### src/rtl/seq_div_40by8.sv
// Sequential restoring divider, 40-bit dividend by 8-bit divisor, start/busy/done handshake.
// Define DIV_RADIX4_EN to retire two quotient bits per clock instead of one.
module seq_div_40by8 (
  input  logic        clk,
  input  logic        rst,
  input  logic        start,
  input  logic [39:0] dividend,
  input  logic [7:0]  divisor,
  output logic        busy,
  output logic        done,
  output logic [39:0] quotient,
  output logic [7:0]  remainder,
  output logic        div_by_zero
);

  localparam logic [0:0] IDLE = 1'b0;
  localparam logic [0:0] RUN  = 1'b1;

  logic [0:0]  r_state;
  logic [7:0]  r_part;
  logic [39:0] r_q;
  logic [7:0]  r_d;
  logic [5:0]  r_cnt;
  logic        r_busy;
  logic        r_done;
  logic        r_dbz;
  logic [39:0] r_quot;
  logic [7:0]  r_rem;

  logic [7:0]  w_partNext;
  logic [39:0] w_qNext;
  logic [5:0]  w_steps;

  // The partial remainder always ends a step below D, so 8 bits hold it and
  // the modulo-256 difference equals the true difference.
`ifdef DIV_RADIX4_EN
  logic [9:0]  w_t;
  logic [9:0]  w_d1;
  logic [9:0]  w_d2;
  logic [9:0]  w_d3;
  logic [1:0]  w_qBits;
  logic [7:0]  w_sub;

  assign w_steps = 6'd20;
  assign w_t     = {r_part, r_q[39:38]};
  assign w_d1    = {2'b00, r_d};
  assign w_d2    = {1'b0, r_d, 1'b0};
  assign w_d3    = w_d1 + w_d2;

  always_comb begin
    w_qBits = 2'd0;
    w_sub   = 8'd0;
    if (w_t >= w_d3) begin
      w_qBits = 2'd3;
      w_sub   = w_d3[7:0];
    end else if (w_t >= w_d2) begin
      w_qBits = 2'd2;
      w_sub   = w_d2[7:0];
    end else if (w_t >= w_d1) begin
      w_qBits = 2'd1;
      w_sub   = w_d1[7:0];
    end
  end

  assign w_partNext = w_t[7:0] - w_sub;
  assign w_qNext    = {r_q[37:0], w_qBits};
`else
  logic [8:0]  w_t;
  logic        w_ge;

  assign w_steps    = 6'd40;
  assign w_t        = {r_part, r_q[39]};
  assign w_ge       = (w_t >= {1'b0, r_d});
  assign w_partNext = w_ge ? (w_t[7:0] - r_d) : w_t[7:0];
  assign w_qNext    = {r_q[38:0], w_ge};
`endif

  always_ff @(posedge clk) begin
    if (rst) begin
      r_state <= IDLE;
      r_part  <= 8'd0;
      r_q     <= 40'd0;
      r_d     <= 8'd0;
      r_cnt   <= 6'd0;
      r_busy  <= 1'b0;
      r_done  <= 1'b0;
      r_dbz   <= 1'b0;
      r_quot  <= 40'd0;
      r_rem   <= 8'd0;
    end else begin
      r_done <= 1'b0;
      if (r_state == IDLE) begin
        if (start) begin
          if (divisor != 8'd0) begin
            r_q     <= dividend;
            r_d     <= divisor;
            r_part  <= 8'd0;
            r_cnt   <= w_steps;
            r_busy  <= 1'b1;
            r_dbz   <= 1'b0;
            r_state <= RUN;
          end else begin
            // Divide-by-zero completes at once without entering RUN.
            r_done <= 1'b1;
            r_dbz  <= 1'b1;
            r_quot <= 40'hFF_FFFF_FFFF;
            r_rem  <= dividend[7:0];
          end
        end
      end else begin
        r_part <= w_partNext;
        r_q    <= w_qNext;
        r_cnt  <= r_cnt - 6'd1;
        if (r_cnt == 6'd1) begin
          r_quot  <= w_qNext;
          r_rem   <= w_partNext;
          r_done  <= 1'b1;
          r_busy  <= 1'b0;
          r_state <= IDLE;
        end
      end
    end
  end

  assign busy        = r_busy;
  assign done        = r_done;
  assign quotient    = r_quot;
  assign remainder   = r_rem;
  assign div_by_zero = r_dbz;

endmodule

### config.mk
export PLATFORM = sky130hd
export DESIGN_NAME = seq_div_40by8
export DESIGN_NICKNAME = d
export VERILOG_FILES = /design/src/rtl/seq_div_40by8.sv
export SDC_FILE = /design/constraint.sdc
export NUM_CORES = 1
export LEC_CHECK = 0
export CELL_PAD_IN_SITES_DETAIL_PLACEMENT = 0
export CELL_PAD_IN_SITES_GLOBAL_PLACEMENT = 1
export CORE_MARGIN = 8
export CORE_UTILIZATION = 42
export CTS_CLUSTER_DIAMETER = 40
export DETAILED_ROUTE_END_ITERATION = 12
export PLACE_DENSITY = 0.86
export SLEW_MARGIN = 20
export SYNTH_ARGS = -nofsm -noshare
export SYNTH_HDL_FRONTEND = slang
export SYNTH_SLANG_ARGS = --single-unit
### constraint.sdc
create_clock -name clk -period 4.26 [get_ports clk]
set_input_delay 1.278 -clock clk [delete_from_list [all_inputs] [get_ports clk]]
set_output_delay 1.278 -clock clk [all_outputs]
set_load 0.02 [all_outputs]
==> results of run 1 <==
==> cell families after synthesis <==
| family | count (synthesis) | synth area share |
|---|---|---|
| buf+inv | 61 | 0.0613 |
| simple gates | 181 | 0.153 |
| compound gates | 170 | 0.233 |
| flops | 114 | 0.442 |
| mux | 37 | 0.0724 |
| xor+xnor | 6 | 0.0102 |
| fa+ha+maj | 11 | 0.0281 |
==> cells in the final DEF (no fill, tap or decap), drive strengths merged, types with 11 or more instances in the layout <==
cell type      Yosys  layout
dfxtp            114     114
clkdlybuf4s50      0     100
nor2              82      82
nand2             66      66
a21oi             66      66
a211oi            50      50
o21ai             36      36
mux2i             34      34
clkbuf            22      27
inv               15      15
nor4              11      11
==> routing by layer <==
layer / routed length (µm) / vias to the layer above / GRT usage / part of all wire
met2: 6880 / 93 / 0.298 / 0.50
met1: 6190 / 2131 / 0.203 / 0.45
met3: 592 / 17 / 0.0461 / 0.043
met5: 0 / - / 0 / 0
met4: 225 / 0 / 0.0854 / 0.016
li1: - / 2207 / - / -
==> registers in the layout, summed over array words and instances (netlist names) <==
name / flops
div_by_zero: 1
busy: 1
r_q: 40
quotient: 40
r_cnt: 6
remainder: 8
r_d: 8
r_state: 1
r_part: 8
done: 1
==> report_power, final <==
group	internal [mW]	total (mW)	leakage, nW	switching, mW
clock network	0.903	1.36	0.279	0.460
registers	1.15	1.22	0.933	0.0663
logic	0.330	0.788	1.24	0.457
total	2.38	3.37	2.46	0.983
==> layout make-up <==
cell class | count | area (µm²) | share of cell area
clock buffers | 27 | 493 | 0.0729
inverters | 15 | 56.3 | 0.00833
well taps | 147 | 184 | 0.0272
repair buffers | 109 | 1080 | 0.160
multi-input cells | 405 | 2590 | 0.383
clock inverters | 5 | 75.1 | 0.0111
flip-flops and latches | 114 | 2280 | 0.338
==> worst min-delay path: stages (launching register included) <==
cell and delay (ns):
dfxtp_1 0.31, nand2_1 0.05, a21oi_1 0.05
==> how the worst min path moves through the flow <==
| stage | from | endpoint | slack [ns] | cells after the start |
|---|---|---|---|---|
| global route | quotient[18]$_SDFFE_PP0P_ | quotient[18]$_SDFFE_PP0P_ | 0.47 | 2 |
| finish | quotient[10]$_SDFFE_PP0P_ | quotient[10]$_SDFFE_PP0P_ | 0.45 | 2 |
| floorplan | r_cnt[5]$_SDFFE_PP0P_ | r_cnt[5]$_SDFFE_PP0P_ | 0.43 | 1 |
| CTS | quotient[36]$_SDFFE_PP0P_ | quotient[36]$_SDFFE_PP0P_ | 0.45 | 2 |
| detailed placement | quotient[36]$_SDFFE_PP0P_ | quotient[36]$_SDFFE_PP0P_ | 0.45 | 2 |
| global placement | quotient[37]$_SDFFE_PP0P_ | quotient[37]$_SDFFE_PP0P_ | 0.44 | 2 |
==> stage by stage <==
stage | worst slack [ns] | power [mW]
after floorplan | 1.75 | 1.82
after global placement | 0.950 | 2.01
after detailed placement | 0.857 | 2.02
after CTS | 1.30 | 3.39
after global routing | 1.13 | 3.53
final | 1.29 | 3.37
==> impl_metrics.sql, run 1 <==
INSERT INTO impl_metrics (metric_group, metric, value, unit) VALUES
('outcome', 'status', 'finished, final reports clean', ''),
('synth', 'top_cells_by_area_synth', 'dfxtp_1 44%, a211oi_2 7.3%, mux2i_1 6.6%', ''),
('layout', 'area_growth_syn_to_layout', '30.9', '%'),
('sta', 'finalHoldViolations', '0', ''),
('setup_path', 'worst_setup_path_endpoint', 'remainder[3]$_SDFFE_PP0P_', ''),
('layout', 'finalNetCount', '724', ''),
('layout', 'drive_gt1_frac', '0.117', ''),
('floorplanning', 'number_of_placed_i_o_pins', '102', ''),
('setup_path', 'max_stage_delay', '0.79', 'ns'),
('routing', 'post_detailed_routing_wire_length', '13900', 'µm'),
('grt', 'groute.usage.overall', '0.176', ''),
('placement', 'placed_area', '6190', 'µm²'),
('placement', 'portBuffers', '101', ''),
('clock_network', 'cts.clk_slew.worst_paths', '0.05', 'ns'),
('setup_path', 'critical_path_cell_count', '7', ''),
('synth', 'yosysSeqAreaShare', '0.442', ''),
('setup_path', 'cp-end-kind', 'register', ''),
('clock_network', 'cts-resized-gates', '0', ''),
('setup_path', 'setup.worst_path.class', 'in2reg', ''),
('layout', 'final_area', '6760', 'µm²'),
('setup_path', 'required', '4.59', 'ns'),
('placement', 'dpl.cell_count', '790', ''),
('synth', 'most_frequent_cell_after_synthesis', 'dfxtp_1', ''),
('pwr', 'power.leakage', '2.46', 'nW'),
('synth', 'flip_flop_cell_with_the_highest_count_after_synthesis', 'dfxtp_1', ''),
('setup_path', 'timing.rr.start', 'r_d[6]$_SDFFE_PP0P_', ''),
('sta', 'final-max-slew-violation-count', '0', ''),
('floorplanning', 'coreArea', '12000', 'µm²'),
('routing', 'drt-initial-drc-count', '265', ''),
('clock_network', 'tritoncts', 'built', ''),
('synth', 'async_flop_share', '0', ''),
('min_path', 'hold_path_class', 'reg2reg', ''),
('grt', 'pin_count_of_the_biggest_net_entering_global_routing', '75', ''),
('synth', 'syn-cell-area', '5160', 'µm²'),
('sta', 'rsz_0062_raised_after_global_routing', 'false', ''),
('setup_path', 'library_cell_contributing_the_largest_single_delay_on_the_critical_path', 'nor2_4', ''),
('setup_path', 'reg_to_reg_setup_timing_slack', '1.97', 'ns'),
('routing', 'dr.pass1.iters', '4', ''),
('setup_path', 'crit_path_start', 'divisor[2]', ''),
('setup_path', 'reg2reg_depth', '8', ''),
('flow_run', 'timing.max_cap.violations', '0', ''),
('placement', 'dp_hpwl', '9550', 'µm'),
('clock_network', 'cts_num_sinks', '114', ''),
('setup_path', 'cp_top_family', 'simple AND/OR/NAND/NOR gates', ''),
('floorplanning', 'floorplan.die_area', '16100', 'µm²'),
('layout', 'num_antenna_cells', '0', ''),
('setup_path', 'cp.arrival', '3.30', 'ns'),
('grt', 'grt_overflow_total', '0', ''),
('sta', 'final_period_minus_worst_setup_slack', '2.97', 'ns'),
('synth', 'synth.distinct_cells', '47', ''),
('setup_path', 'crit_chain', 'clkdlybuf4s50_1, nor4_2, nand2_1, nor2_2, nor2_4, a21oi_1, a211oi_2', ''),
('synth', 'synth_nets', '642', ''),
('sta', 'slew_at_the_pin_closest_to_its_max_slew_limit', '1.04', 'ns'),
('synth', 'number_of_enable_type_register_cells_in_the_synthesized_netlist', '0', ''),
('setup_path', 'endpoint_of_the_worst_register_to_register_path', 'r_part[1]$_SDFFE_PP0P_', ''),
('sta', 'fin_setup_tns', '0', 'ns'),
('synth', 'synth_warnings', '0', ''),
('routing', 'route.vias.total', '4448', ''),
('setup_path', 'worst-path-max-fanout', '42', ''),
('synth', 'postSynthRegisterBits', '114', ''),
('routing', 'detail_route.vias_per_cell', '5.41', ''),
('setup_path', 'cp.buffers_inverters', '1', ''),
('routing', 'drc', '0', ''),
('sta', 'post-route-period-util', '0.697', ''),
('pwr', 'vdd_ir_drop_max', '245', 'µV'),
('clock_network', 'cts_setup_buffers', '0', ''),
('clock_network', 'clock_insertion_delay_worst_skew', '0.41', 'ns'),
('floorplanning', 'placement_rows', '40', ''),
('routing', 'drtAntennaViolNets', '0', ''),
('sta', 'timing.hold.ws', '0.451', 'ns'),
('clock_network', 'cts_hold_repair.buffers', '0', '');
Note: power is estimated with default switching activity, not from simulation.
==> inputs of run 2 (changes only) <==
- CORE_UTILIZATION: 42 -> 39
- PLACE_DENSITY: 0.86 -> 0.81
- clock period: 4.26 -> 3.02 ns (I/O delays scaled with it)
==> run 2 against run 1 <==
First-iteration DRC count increased by 27%. Clock power increased by 60%. Critical path type unchanged. Design area increased by 3.1%. Global-route usage decreased by 0.79 points. Worst hold slack improved by 0.0023 ns. Largest power group unchanged. Combinational power increased by 43%. Non-clock buffer count increased by 6. Via count decreased by 0.31%. Power increased by 49%. Critical path depth unchanged. Register-to-register slack got worse by 1.3 ns.
==> impl_metrics.sql, run 2 (same netlist as run 1, synthesis figures left out) <==
INSERT INTO impl_metrics (metric_group, metric, value, unit) VALUES
('outcome', 'status', 'finished, final reports clean', ''),
('setup_path', 'cp.buffers_inverters', '1', ''),
('grt', 'groute.usage.overall', '0.168', ''),
('sta', 'fin_setup_tns', '0', 'ns'),
('setup_path', 'timing.rr.start', 'r_q[39]$_SDFFE_PP0P_', ''),
('layout', 'num_antenna_cells', '0', ''),
('sta', 'finalHoldViolations', '0', ''),
('routing', 'route.vias.total', '4434', ''),
('flow_run', 'timing.max_cap.violations', '0', ''),
('layout', 'postLayoutCoreUtil', '0.532', ''),
('clock_network', 'cts.clk_slew.worst_paths', '0.05', 'ns'),
('setup_path', 'endpoint_of_the_worst_register_to_register_path', 'remainder[6]$_SDFFE_PP0P_', ''),
('clock_network', 'cts_hold_repair.buffers', '0', ''),
('grt', 'antenna_found_initial', '0', ''),
('setup_path', 'setup.worst_path.class', 'in2reg', ''),
('routing', 'detail_route.vias_per_cell', '5.17', ''),
('setup_path', 'reg2reg_depth', '10', ''),
('floorplanning', 'die_width', '131', 'µm'),
('pwr', 'power-per-cell-area', '719', 'nW/µm²'),
('layout', 'leading_cell_types_in_the_layout_fill_and_taps_excluded', '113 x dfxtp_1, 100 x clkdlybuf4s50_1, 80 x nor2_1', ''),
('grt', 'grt_pass1_wl', '22600', 'µm'),
('routing', 'met2_length', '6900', 'µm'),
('placement', 'portBuffers', '101', ''),
('layout', 'final_area', '6970', 'µm²'),
('clock_network', 'buffer_depth_of_the_longest_clock_path', '2', ''),
('setup_path', 'worst_setup_path_start_kind', 'input pin', ''),
('layout', 'layout.cells.non_filler', '857', ''),
('pwr', 'power.leakage', '2.53', 'nW'),
('floorplanning', 'floorplan.die_area', '17200', 'µm²'),
('floorplanning', 'initial_core_util', '0.395', ''),
('placement', 'gp_routability_congestion', '0.797', ''),
('grt', 'first_global_vias', '4510', ''),
('clock_network', 'cts-htree-levels', '4', ''),
('setup_path', 'cp.arrival', '2.88', 'ns'),
('pwr', 'vdd_ir_drop_max', '327', 'µV'),
('sta', 'slew_at_the_pin_closest_to_its_max_slew_limit', '0.989', 'ns'),
('sta', 'rsz_0062_raised_after_global_routing', 'false', ''),
('floorplanning', 'floorplan.die.height', '131', 'µm'),
('sta', 'slew_headroom', '0.339', ''),
('sta', 'final_period_minus_worst_setup_slack', '2.57', 'ns'),
('pwr', 'p_total', '5.01', 'mW'),
('routing', 'post_drt_wl_per_cell', '16.1', 'µm'),
('routing', 'drt-initial-drc-count', '337', ''),
('clock_network', 'clock_insertion_delay_worst_skew', '0.41', 'ns'),
('layout', 'leading_cell_type_in_the_layout_fill_and_taps_excluded', 'dfxtp_1', ''),
('clock_network', 'cts_num_sinks', '114', ''),
('layout', 'finalNetCount', '730', ''),
('routing', 'post_detailed_routing_wire_length', '13800', 'µm'),
('placement', 'detailedPlace.worstSlack', '0.114', 'ns'),
('min_path', 'hold_path_class', 'reg2reg', ''),
('sta', 'final-max-slew-violation-count', '0', ''),
('sta', 'post-route-period-util', '0.851', ''),
('setup_path', 'reg_to_reg_setup_timing_slack', '0.68', 'ns'),
('routing', 'route.layer.met1.wl', '6100', 'µm'),
('floorplanning', 'number_of_placed_i_o_pins', '102', ''),
('sta', 'setup-violations-final', '0', ''),
('layout', 'drive_gt1_frac', '0.131', ''),
('sta', 'max_freq', '389', 'MHz'),
('placement', 'dpl.cell_count', '825', ''),
('clock_network', 'clockRootBuffer', 'clkbuf_16', ''),
('layout', 'area_growth_syn_to_layout', '34.9', '%'),
('sta', 'clock_skew', '0.00534', 'ns'),
('clock_network', 'cts-resized-gates', '0', ''),
('min_path', 'hold_start', 'r_d[1]$_SDFFE_PP0P_', ''),
('clock_network', 'numCtsBuffers', '17', ''),
('setup_path', 'library_cell_contributing_the_largest_single_delay_on_the_critical_path', 'nor2_4', ''),
('setup_path', 'cp-end-kind', 'register', ''),
('placement', 'placed_area', '6320', 'µm²'),
('routing', 'routed.top_layer', 'met4', ''),
('setup_path', 'cp_top_family', 'simple AND/OR/NAND/NOR gates', ''),
('sta', 'final.setup.worst_slack', '0.451', 'ns'),
('clock_network', 'cts_setup_buffers', '0', ''),
('setup_path', 'required', '3.33', 'ns'),
('routing', 'dr.pass1.iters', '4', ''),
('setup_path', 'crit_chain', 'clkdlybuf4s50_1, nor4_2, nand2_1, nor2_2, nor2_4, a21oi_1, a211oi_1', ''),
('min_path', 'min_delay_path_depth', '2', ''),
('routing', 'met3WireLength', '640', 'µm'),
('routing', 'drtAntennaViolNets', '0', ''),
('grt', 'grt_overflow_total', '0', ''),
('setup_path', 'max_stage_delay', '0.74', 'ns'),
('placement', 'dp_hpwl', '9490', 'µm'),
('clock_network', 'tritoncts', 'built', ''),
('grt', 'pin_count_of_the_biggest_net_entering_global_routing', '74', ''),
('min_path', 'hold-path-endpoint', 'r_d[1]$_SDFFE_PP0P_', ''),
('sta', 'timing.hold.ws', '0.453', 'ns'),
('floorplanning', 'coreArea', '13100', 'µm²'),
('setup_path', 'worst-path-max-fanout', '42', ''),
('floorplanning', 'placement_rows', '42', ''),
('routing', 'drc', '0', '');
-- run 2: changes by cell type in the layout (fill, tap and decap cells not counted), sizes merged --
cell and change:
buf +6, clkbuf -5, bufinv +3, clkinvlp +2
-- run 2: worst max path at each step --
stage,endpoint,slack (ns),cells after the start,start
5_1_grt,remainder[1]$_SDFFE_PP0P_,0.31,7,divisor[5]
3_3_place_gp,remainder[4]$_SDFFE_PP0P_,0.17,7,divisor[0]
4_1_cts,remainder[1]$_SDFFE_PP0P_,0.47,7,divisor[5]
6_report,remainder[1]$_SDFFE_PP0P_,0.45,7,divisor[5]
3_5_place_dp,remainder[1]$_SDFFE_PP0P_,0.11,7,divisor[5]
2_1_floorplan,r_q[13]$_SDFFE_PP0P_,0.88,7,divisor[3]
-- run 2: worst min-delay path, stage by stage, from the launching register on --
cell     delay, ns
dfxtp_1       0.30
nand2_1       0.05
a21oi_1       0.05
-- run 2: layout make-up --
type,instances,area [µm²]
Timing Repair Buffer,115,1180
Fill cell,1165,6120
Clock buffer,22,464
Clock inverter,10,180
Multi-Input combinational cell,405,2590
Inverter,15,56.3
Tap cell,176,220
Sequential cell,114,2280
-- run 2: power by group --
| part | internal (mW) | switching, mW | leakage [nW] |
|---|---|---|---|
| Clock | 1.50 | 0.676 | 0.310 |
| Sequential | 1.62 | 0.0853 | 0.933 |
| Combinational | 0.478 | 0.650 | 1.29 |
-- run 2: per-layer routing --
layer	GRT usage	vias to the layer above
met5	0	-
met4	0.0655	0
met3	0.0400	13
met2	0.283	92
met1	0.203	2111
li1	-	2218
==> inputs of run 3 (changes only) <==
- CTS_CLUSTER_DIAMETER: 40 -> default
==> results of run 3 <==
Same layout as run 2: the final DEF is identical, and so are final timing and power.
